### src/rtl/top_alu_pkg.sv
// Shared opcode definitions for the top_alu slice.
package top_alu_pkg;

   localparam logic [2:0] OP_AND = 3'b000;
   localparam logic [2:0] OP_OR  = 3'b001;
   localparam logic [2:0] OP_XOR = 3'b010;
   localparam logic [2:0] OP_NOT = 3'b011;
   localparam logic [2:0] OP_ADD = 3'b100;
   localparam logic [2:0] OP_SUB = 3'b101;
   localparam logic [2:0] OP_SHL = 3'b110;
   localparam logic [2:0] OP_SHR = 3'b111;

   function automatic logic is_sub_op(input logic [2:0] op);
      return (op == OP_SUB);
   endfunction

endpackage

### src/rtl/alu_bit_slice.sv
// 1-bit full adder/subtractor; cb is carry when sub=0 and borrow when sub=1.
module alu_bit_slice (
   input  logic a,
   input  logic b,
   input  logic cb_in,
   input  logic sub,
   output logic sum,
   output logic cb_out
);

   logic a_eff;

   // Borrow of a-b-cb equals the carry expression evaluated with a inverted.
   assign a_eff  = a ^ sub;
   assign sum    = a ^ b ^ cb_in;
   assign cb_out = (a_eff & b) | ((a_eff ^ b) & cb_in);

endmodule

### src/rtl/top_alu.sv
// Registered WIDTH-bit ALU slice with ripple carry/borrow chaining.
// Optional macro TOP_ALU_VALID_EN adds in_valid/out_valid with gated loading.
module top_alu
   import top_alu_pkg::*;
#(
   parameter int WIDTH = 1
) (
   input  logic             clk,
   input  logic             rst_n,
`ifdef TOP_ALU_VALID_EN
   input  logic             in_valid,
   output logic             out_valid,
`endif
   input  logic [WIDTH-1:0] In1,
   input  logic [WIDTH-1:0] In2,
   input  logic             CB_in,
   input  logic [2:0]       code_op,
   output logic [WIDTH-1:0] Result,
   output logic             CB_out
);

   logic             is_sub;
   logic [WIDTH:0]   chain;
   logic [WIDTH-1:0] arith_res;
   logic [WIDTH-1:0] shl_res;
   logic [WIDTH-1:0] shr_res;
   logic             shl_out;
   logic             shr_out;
   logic [WIDTH-1:0] nxt_result;
   logic             nxt_cb;

   assign is_sub   = is_sub_op(code_op);
   assign chain[0] = CB_in;

   for (genvar i = 0; i < WIDTH; i++) begin : g_slice
      alu_bit_slice u_slice (
         .a      (In1[i]),
         .b      (In2[i]),
         .cb_in  (chain[i]),
         .sub    (is_sub),
         .sum    (arith_res[i]),
         .cb_out (chain[i+1])
      );
   end

   // A single-bit slice has no interior bits, so both shifts collapse to pass-through.
   if (WIDTH == 1) begin : g_shift_narrow
      assign shl_res = CB_in;
      assign shr_res = CB_in;
   end else begin : g_shift_wide
      assign shl_res = {In1[WIDTH-2:0], CB_in};
      assign shr_res = {CB_in, In1[WIDTH-1:1]};
   end

   assign shl_out = In1[WIDTH-1];
   assign shr_out = In1[0];

   always_comb begin
      nxt_result = '0;
      nxt_cb     = 1'b0;
      case (code_op)
         OP_AND: nxt_result = In1 & In2;
         OP_OR:  nxt_result = In1 | In2;
         OP_XOR: nxt_result = In1 ^ In2;
         OP_NOT: nxt_result = ~In1;
         OP_ADD, OP_SUB: begin
            nxt_result = arith_res;
            nxt_cb     = chain[WIDTH];
         end
         OP_SHL: begin
            nxt_result = shl_res;
            nxt_cb     = shl_out;
         end
         OP_SHR: begin
            nxt_result = shr_res;
            nxt_cb     = shr_out;
         end
         default: begin
            nxt_result = '0;
            nxt_cb     = 1'b0;
         end
      endcase
   end

`ifdef TOP_ALU_VALID_EN
   always_ff @(posedge clk) begin
      if (!rst_n) begin
         Result    <= '0;
         CB_out    <= 1'b0;
         out_valid <= 1'b0;
      end else begin
         out_valid <= in_valid;
         if (in_valid) begin
            Result <= nxt_result;
            CB_out <= nxt_cb;
         end
      end
   end
`else
   always_ff @(posedge clk) begin
      if (!rst_n) begin
         Result <= '0;
         CB_out <= 1'b0;
      end else begin
         Result <= nxt_result;
         CB_out <= nxt_cb;
      end
   end
`endif

endmodule

### config.mk
export PLATFORM = sky130hd
export DESIGN_NAME = top_alu
export DESIGN_NICKNAME = d
export VERILOG_FILES = /design/src/rtl/top_alu_pkg.sv /design/src/rtl/alu_bit_slice.sv /design/src/rtl/top_alu.sv
export SDC_FILE = /design/constraint.sdc
export NUM_CORES = 1
export LEC_CHECK = 0
export ABC_AREA = 0
export CORE_AREA = 2 2 39 41
export DETAILED_ROUTE_END_ITERATION = 16
export DIE_AREA = 0 0 41 43
export GPL_TIMING_DRIVEN = 0
export SYNTH_ARGS = -nofsm -noshare
export SYNTH_HDL_FRONTEND = slang
export SYNTH_SLANG_ARGS = --single-unit
### constraint.sdc
create_clock -name clk -period 1.75 [get_ports clk]
set_input_delay 0.35 -clock clk [delete_from_list [all_inputs] [get_ports clk]]
set_output_delay 0.35 -clock clk [all_outputs]
set_load 0.03 [all_outputs]
==> results of run 1 <==
## report_power, final
group | total (W) | internal, W | switching (W)
combinational | 0.0000686 | 0.0000367 | 0.0000319
clock | 0.000103 | 0.0000757 | 0.0000274
sequential | 0.0000501 | 0.0000495 | 0.000000691
## synthesized netlist by cell type (2+ instances only)
cell and n:
sky130_fd_sc_hd__ha_1 3, sky130_fd_sc_hd__a211oi_1 2, sky130_fd_sc_hd__dfxtp_1 2, sky130_fd_sc_hd__inv_1 2, sky130_fd_sc_hd__nand3b_1 2
## worst paths after layout
| path | from | endpoint |
|---|---|---|
| max | code_op[0] | CB_out |
| min | code_op[1] | Result |
## final cells by class
cell class | count | area, µm² | share of cell area
multi-input combinational | 18 | 168 | 0.472
inverter | 2 | 7.51 | 0.0211
tap | 16 | 20.0 | 0.0563
clock buffer | 3 | 22.5 | 0.0634
sequential | 2 | 40.0 | 0.113
timing repair buffer | 9 | 97.6 | 0.275
## registers in the layout, summed over array words and instances, names as in the netlist
register	cells
Result	1
CB_out	1
## routing by layer
metal,wire length (µm),global-route usage
met5,0,0
met3,47,0.0471
met2,193,0.0938
met4,10,0.0800
met1,228,0.0828
## per-stage QoR
| stage | area, µm² | hold slack (ps) |
|---|---|---|
| after global routing | 355 | 513 |
| after floorplan | 215 | 433 |
| after global placement | 325 | 967 |
| after detailed placement | 325 | 972 |
| after CTS | 348 | 729 |
| final | 355 | 484 |
## cells by family (layout without fill, tap and decap cells)
kind of cell,count (synthesis),in the layout
buffers and inverters,2,14
xor gates and xnor gates,1,1
DFF,2,2
AOI/OAI and AO/OA,6,6
adders and majority gates,3,3
and+or+nand+nor,8,8
==> impl_results.rst, run 1 <==
.. list-table::
   :header-rows: 1

   * - Metric
     - Value
   * - Outcome
     - complete, no violations
   * - Vias in the first global route
     - 194
   * - Ordered cell list for the critical path
     - clkdlybuf4s50_1, nand3b_1, xnor2_1, ha_1, a211oi_1, a211oi_1
   * - CP Buf/Inv Count
     - 1
   * - Wire length per cell
     - 9.60 µm
   * - Half-perimeter wire length after detailed placement
     - 374 µm
   * - Final Slew Violations
     - 0
   * - Count of cells resized by post-cts repair
     - 0
   * - Total Die Area
     - 0.00176 mm²
   * - Number of vias per cell after detailed routing
     - 4.14
   * - Most frequent cells in the layout
     - sky130_fd_sc_hd__clkdlybuf4s50_1 (6), sky130_fd_sc_hd__ha_1 (3), sky130_fd_sc_hd__clkbuf_4 (3), sky130_fd_sc_hd__dlymetal6s2s_1 (3)
   * - Power density over cell area
     - 624 mW/mm²
   * - Async set-or-reset flop fraction in the synthesized netlist
     - 0
   * - Reg clk slew, reported paths
     - 30 ps
   * - Fmax achieved
     - 620 MHz
   * - Sink Count
     - 2
   * - Unrepaired setup endpoints after global routing
     - false
   * - Mux share of post-synthesis cell area
     - 0
   * - Post-synthesis register bit count
     - 2
   * - Number of nets in the layout
     - 47
   * - Number of maximum-capacitance constraint violations
     - 0
   * - Maximum level of the CTS H-tree
     - 1
   * - Vias after detailed routing
     - 207
   * - Number of antenna violations at the first check in global routing
     - 0
   * - Number of nets with antenna violations after routing
     - 0
   * - Crit path launch type
     - primary input
   * - Cell with the most instances on the worst path
     - sky130_fd_sc_hd__a211oi_1
   * - Number of buffers inserted during clock tree synthesis
     - 3
   * - Area share of and/or/nand/nor cells after synthesis
     - 0.267
   * - Final-report hold violation count
     - 0
   * - Site row count
     - 14
   * - Overall power of the completed layout
     - 0.000222 W
   * - Number of search-and-repair iterations in the first detailed-routing pass
     - 3
   * - Setup tns final
     - 0 ps
   * - Register area share after synthesis
     - 0.186
   * - Final setup violation count
     - 0
   * - Hold path depth
     - 2
   * - Filler-free cell count of the finished design
     - 50
   * - Initial drt markers
     - 3
   * - Tmin final
     - 1610 ps
   * - Capturing element type of the critical path
     - register
   * - Most frequently used flop master after synthesis
     - sky130_fd_sc_hd__dfxtp_1
   * - Weighted congestion at the end of routability-driven global placement
     - 0.629
   * - Fin worst setup slack
     - 137 ps
   * - Final global-route overflow total
     - 0
   * - Proportion of layout cells with a drive suffix above 1
     - 0.235
   * - Maximum ir drop on the vdd rail
     - 0.109 mV
   * - Worst-margin pin slew
     - 302 ps
   * - Maximum number of pins on one net before global-route repair
     - 7
   * - Die boundary height
     - 43 µm
   * - Share of Yosys cell area claimed by the top area cell type
     - 0.186
   * - Root buffer selected by CTS
     - sky130_fd_sc_hd__clkbuf_4
   * - Slowest cell on the critical path
     - sky130_fd_sc_hd__clkdlybuf4s50_1
   * - Synth warnings
     - 0
   * - Boundary Pins
     - 10
   * - Mean instance size in the synthesized netlist
     - 9.78 µm²
   * - Worst slack at placement
     - -237 ps
   * - WP depth
     - 6
   * - Utilization after layout
     - 0.257
   * - # diodes
     - 0
   * - Leakage component of the power
     - 0.168 nW
   * - Maximum clock path buffer count
     - 2
   * - Layout overhead on the synthesized area
     - 65.1%
   * - Global-route wire length before repair
     - 800 µm
   * - Crit Path Class
     - in -> reg
   * - Overall fraction of global-route tracks in use
     - 0.0771
   * - Count of unique library cells instantiated by Yosys
     - 16
   * - EDFF count, synth
     - 0
   * - Number of filler cells placed in the layout
     - 153
   * - Initial standard-cell utilization of the core
     - 0.156
   * - TritonCTS clock tree
     - done
   * - Worst stage delay on the critical path
     - 530 ps
   * - Net Count, Synth
     - 33
   * - Largest family of logic cells by synthesized area
     - compound AO/OA/AOI/OAI gates
   * - Area of the core
     - 0.00138 mm²
   * - Mapped cell area
     - 215 µm²
   * - Top post-synthesis cells by area
     - sky130_fd_sc_hd__dfxtp_1 (19%), sky130_fd_sc_hd__ha_1 (17%), sky130_fd_sc_hd__o41ai_2 (7.6%), sky130_fd_sc_hd__a211oi_1 (7.0%), sky130_fd_sc_hd__a221oi_2 (7.0%)
   * - Remaining routing DRC violations
     - 0
   * - Required arrival time at the worst endpoint
     - 1850 ps
   * - Complex-gate fraction of the synthesized area
     - 0.297
   * - Worst Path Arrival
     - 1710 ps
   * - DIE WIDTH
     - 41 µm
   * - Adder-cell area share of the yosys netlist
     - 0.174
   * - XOR/XNOR Fraction of Synth Area
     - 0.0407
   * - Placed cell count
     - 47
   * - Min-Delay Path Class
     - in -> reg
   * - Part of the cycle the worst path needs
     - 0.921
   * - Hold-fix buffer count after cts
     - 0
   * - Library cell with the largest summed area after synthesis
     - sky130_fd_sc_hd__dfxtp_1
   * - Worst max-slew margin expressed relative to the limit
     - 0.796
   * - Critical path fanouts, max
     - 5
   * - Number of post-CTS setup repair buffers
     - 0
   * - Leading cell type in the layout, fill and taps excluded
     - sky130_fd_sc_hd__clkdlybuf4s50_1
   * - Largest delay share family, worst path
     - buffers and inverters
   * - Total routed wirelength
     - 480 µm
   * - Port Buffers
     - 9
   * - Number of instances in the synthesized netlist
     - 22
Power figures use the tool's default switching activity.
==> run 2: changes to the inputs <==
==> constraint.sdc (replaced) <==
create_clock -name clk -period 1.9 [get_ports clk]
set_input_delay 0.38 -clock clk [delete_from_list [all_inputs] [get_ports clk]]
set_output_delay 0.38 -clock clk [all_outputs]
set_load 0.03 [all_outputs]
==> run 2 against run 1 <==
  * Setup slack improved by 33 ps
  * Sequential power decreased by 7.8%
  * Critical path depth unchanged
  * Wire length decreased by 0.42%
  * Non-clock buffer count unchanged
  * Clock power decreased by 8%
  * Hold slack improved by 30 ps
  * Critical path type unchanged
  * Largest power group unchanged
==> impl_results.rst, run 2 (synthesized netlist as in run 1, its figures left out) <==
.. list-table::
   :header-rows: 1

   * - Metric
     - Value
   * - Final setup violation count
     - 0
   * - Internal
     - 0.000149 W
   * - Maximum level of the CTS H-tree
     - 1
   * - Most frequent cells in the layout
     - sky130_fd_sc_hd__clkdlybuf4s50_1 (7), sky130_fd_sc_hd__ha_1 (3), sky130_fd_sc_hd__clkbuf_4 (3)
   * - Portion of total power attributed to combinational logic
     - 0.310
   * - Reg clk slew, reported paths
     - 30 ps
   * - Port Buffers
     - 9
   * - Global-route wire length before repair
     - 800 µm
   * - DIE WIDTH
     - 41 µm
   * - Total Die Area
     - 0.00176 mm²
   * - Final-report hold violation count
     - 0
   * - Maximum clock path buffer count
     - 2
   * - Sink Count
     - 2
   * - Proportion of layout cells with a drive suffix above 1
     - 0.235
   * - Power density over cell area
     - 580 mW/mm²
   * - Switching power of the nets
     - 0.0000552 W
   * - Area of the core
     - 0.00138 mm²
   * - Share of total power in the clock network
     - 0.464
   * - Half-perimeter wire length after detailed placement
     - 374 µm
   * - Overall power of the completed layout
     - 0.000205 W
   * - Number of filler cells placed in the layout
     - 154
   * - Maximum number of pins on one net before global-route repair
     - 7
   * - Boundary Pins
     - 10
   * - Number of search-and-repair iterations in the first detailed-routing pass
     - 3
   * - Hold-fix buffer count after cts
     - 0
   * - Tmin final
     - 1730 ps
   * - Critical path fanouts, max
     - 4
   * - Die boundary height
     - 43 µm
   * - Number of nets in the layout
     - 47
   * - Root buffer selected by CTS
     - sky130_fd_sc_hd__clkbuf_4
   * - Initial standard-cell utilization of the core
     - 0.156
   * - Number of maximum-capacitance constraint violations
     - 0
   * - Number of post-CTS setup repair buffers
     - 0
   * - TritonCTS clock tree
     - done
   * - Number of antenna violations at the first check in global routing
     - 0
   * - Remaining routing DRC violations
     - 0
   * - Unrepaired setup endpoints after global routing
     - false
   * - # diodes
     - 0
   * - Tightest hold margin
     - 514 ps
   * - Overall fraction of global-route tracks in use
     - 0.0771
   * - Crit path launch type
     - primary input
   * - Wire length per cell
     - 9.56 µm
   * - Leading cell type in the layout, fill and taps excluded
     - sky130_fd_sc_hd__clkdlybuf4s50_1
   * - Worst Path Arrival
     - 1830 ps
   * - Layout overhead on the synthesized area
     - 64.0%
   * - Vias in the first global route
     - 194
   * - Worst-margin pin slew
     - 302 ps
   * - Total routed wirelength
     - 478 µm
   * - Placed cell count
     - 47
   * - Setup tns final
     - 0 ps
   * - Capturing element type of the critical path
     - register
   * - Count of cells resized by post-cts repair
     - 0
   * - Maximum ir drop on the vdd rail
     - 0.102 mV
   * - Site row count
     - 14
   * - Part of the cycle the worst path needs
     - 0.910
   * - Utilization after layout
     - 0.255
   * - Min-Delay Path Class
     - in -> reg
   * - Required arrival time at the worst endpoint
     - 2000 ps
   * - Number of buffers inserted during clock tree synthesis
     - 3
   * - Sequential cell fraction of total power
     - 0.226
   * - Worst max-slew margin expressed relative to the limit
     - 0.796
   * - Final global-route overflow total
     - 0
   * - Number of nets with antenna violations after routing
     - 0
   * - Filler-free cell count of the finished design
     - 50
   * - Number of vias per cell after detailed routing
     - 4.14
   * - Crit Path Class
     - in -> reg
   * - Top Registers
     - CB_out: 1 flops, Result: 1 flops
   * - Net switching fraction of the power
     - 0.270
   * - Weighted congestion at the end of routability-driven global placement
     - 0.629
   * - Initial drt markers
     - 3
   * - Final Slew Violations
     - 0
   * - Leakage component of the power
     - 0.159 nW
   * - Fmax achieved
     - 578 MHz
   * - Vias after detailed routing
     - 207
   * - Outcome
     - complete, no violations
## run 2: cell types whose count changed in the layout (fill, tap and decap cells not counted)
cell,before,now
sky130_fd_sc_hd__clkdlybuf4s50_1,6,7
sky130_fd_sc_hd__dlymetal6s2s_1,3,2
## run 2: worst max-delay path: stages
cell and delay (ps):
sky130_fd_sc_hd__clkdlybuf4s50_1 560, sky130_fd_sc_hd__inv_1 90, sky130_fd_sc_hd__ha_1 330, sky130_fd_sc_hd__and2b_1 170
sky130_fd_sc_hd__o31ai_2 200, sky130_fd_sc_hd__a221oi_2 90
## run 2: path summary, 6_finish.rpt
check | start | to | slack, ps | depth (start not counted)
setup / recovery | In1 | Result | 170 | 6
hold / removal | code_op[1] | Result | 510 | 2
## run 2: per-stage QoR
| step | setup slack, ps | instance area [µm²] |
|---|---|---|
| 6_report | 170 | 353 |
| 4_1_cts | 129 | 348 |
| 2_1_floorplan | 576 | 215 |
| 5_1_grt | 111 | 353 |
| 3_3_place_gp | -76.6 | 325 |
| 3_5_place_dp | -117 | 325 |
## run 2: power by group through the flow
stage,Combinational [W],Clock [W],Sequential (W)
3_3_place_gp,0.0000632,0,0.0000467
2_1_floorplan,0.0000258,0,0.0000535
3_5_place_dp,0.0000647,0,0.0000468
5_1_grt,0.0000702,0.000112,0.0000464
6_report,0.0000634,0.0000950,0.0000462
4_1_cts,0.0000648,0.000102,0.0000462
## run 2: layer usage
| layer | global-route usage | vias up | wire [µm] |
|---|---|---|---|
| li1 | - | 106 | - |
| met1 | 0.0828 | 89 | 227 |
| met2 | 0.0938 | 10 | 192 |
| met3 | 0.0471 | 2 | 47 |
| met4 | 0.0800 | 0 | 10 |
| met5 | 0 | - | 0 |
## run 2: final cells by class
class / count / area, µm² / share of cell area
flip-flops and latches: 2 / 40.0 / 0.113
inverters: 2 / 7.51 / 0.0213
clock buffers: 3 / 22.5 / 0.0638
repair buffers: 9 / 95.1 / 0.270
well taps: 16 / 20.0 / 0.0567
multi-input cells: 18 / 168 / 0.475
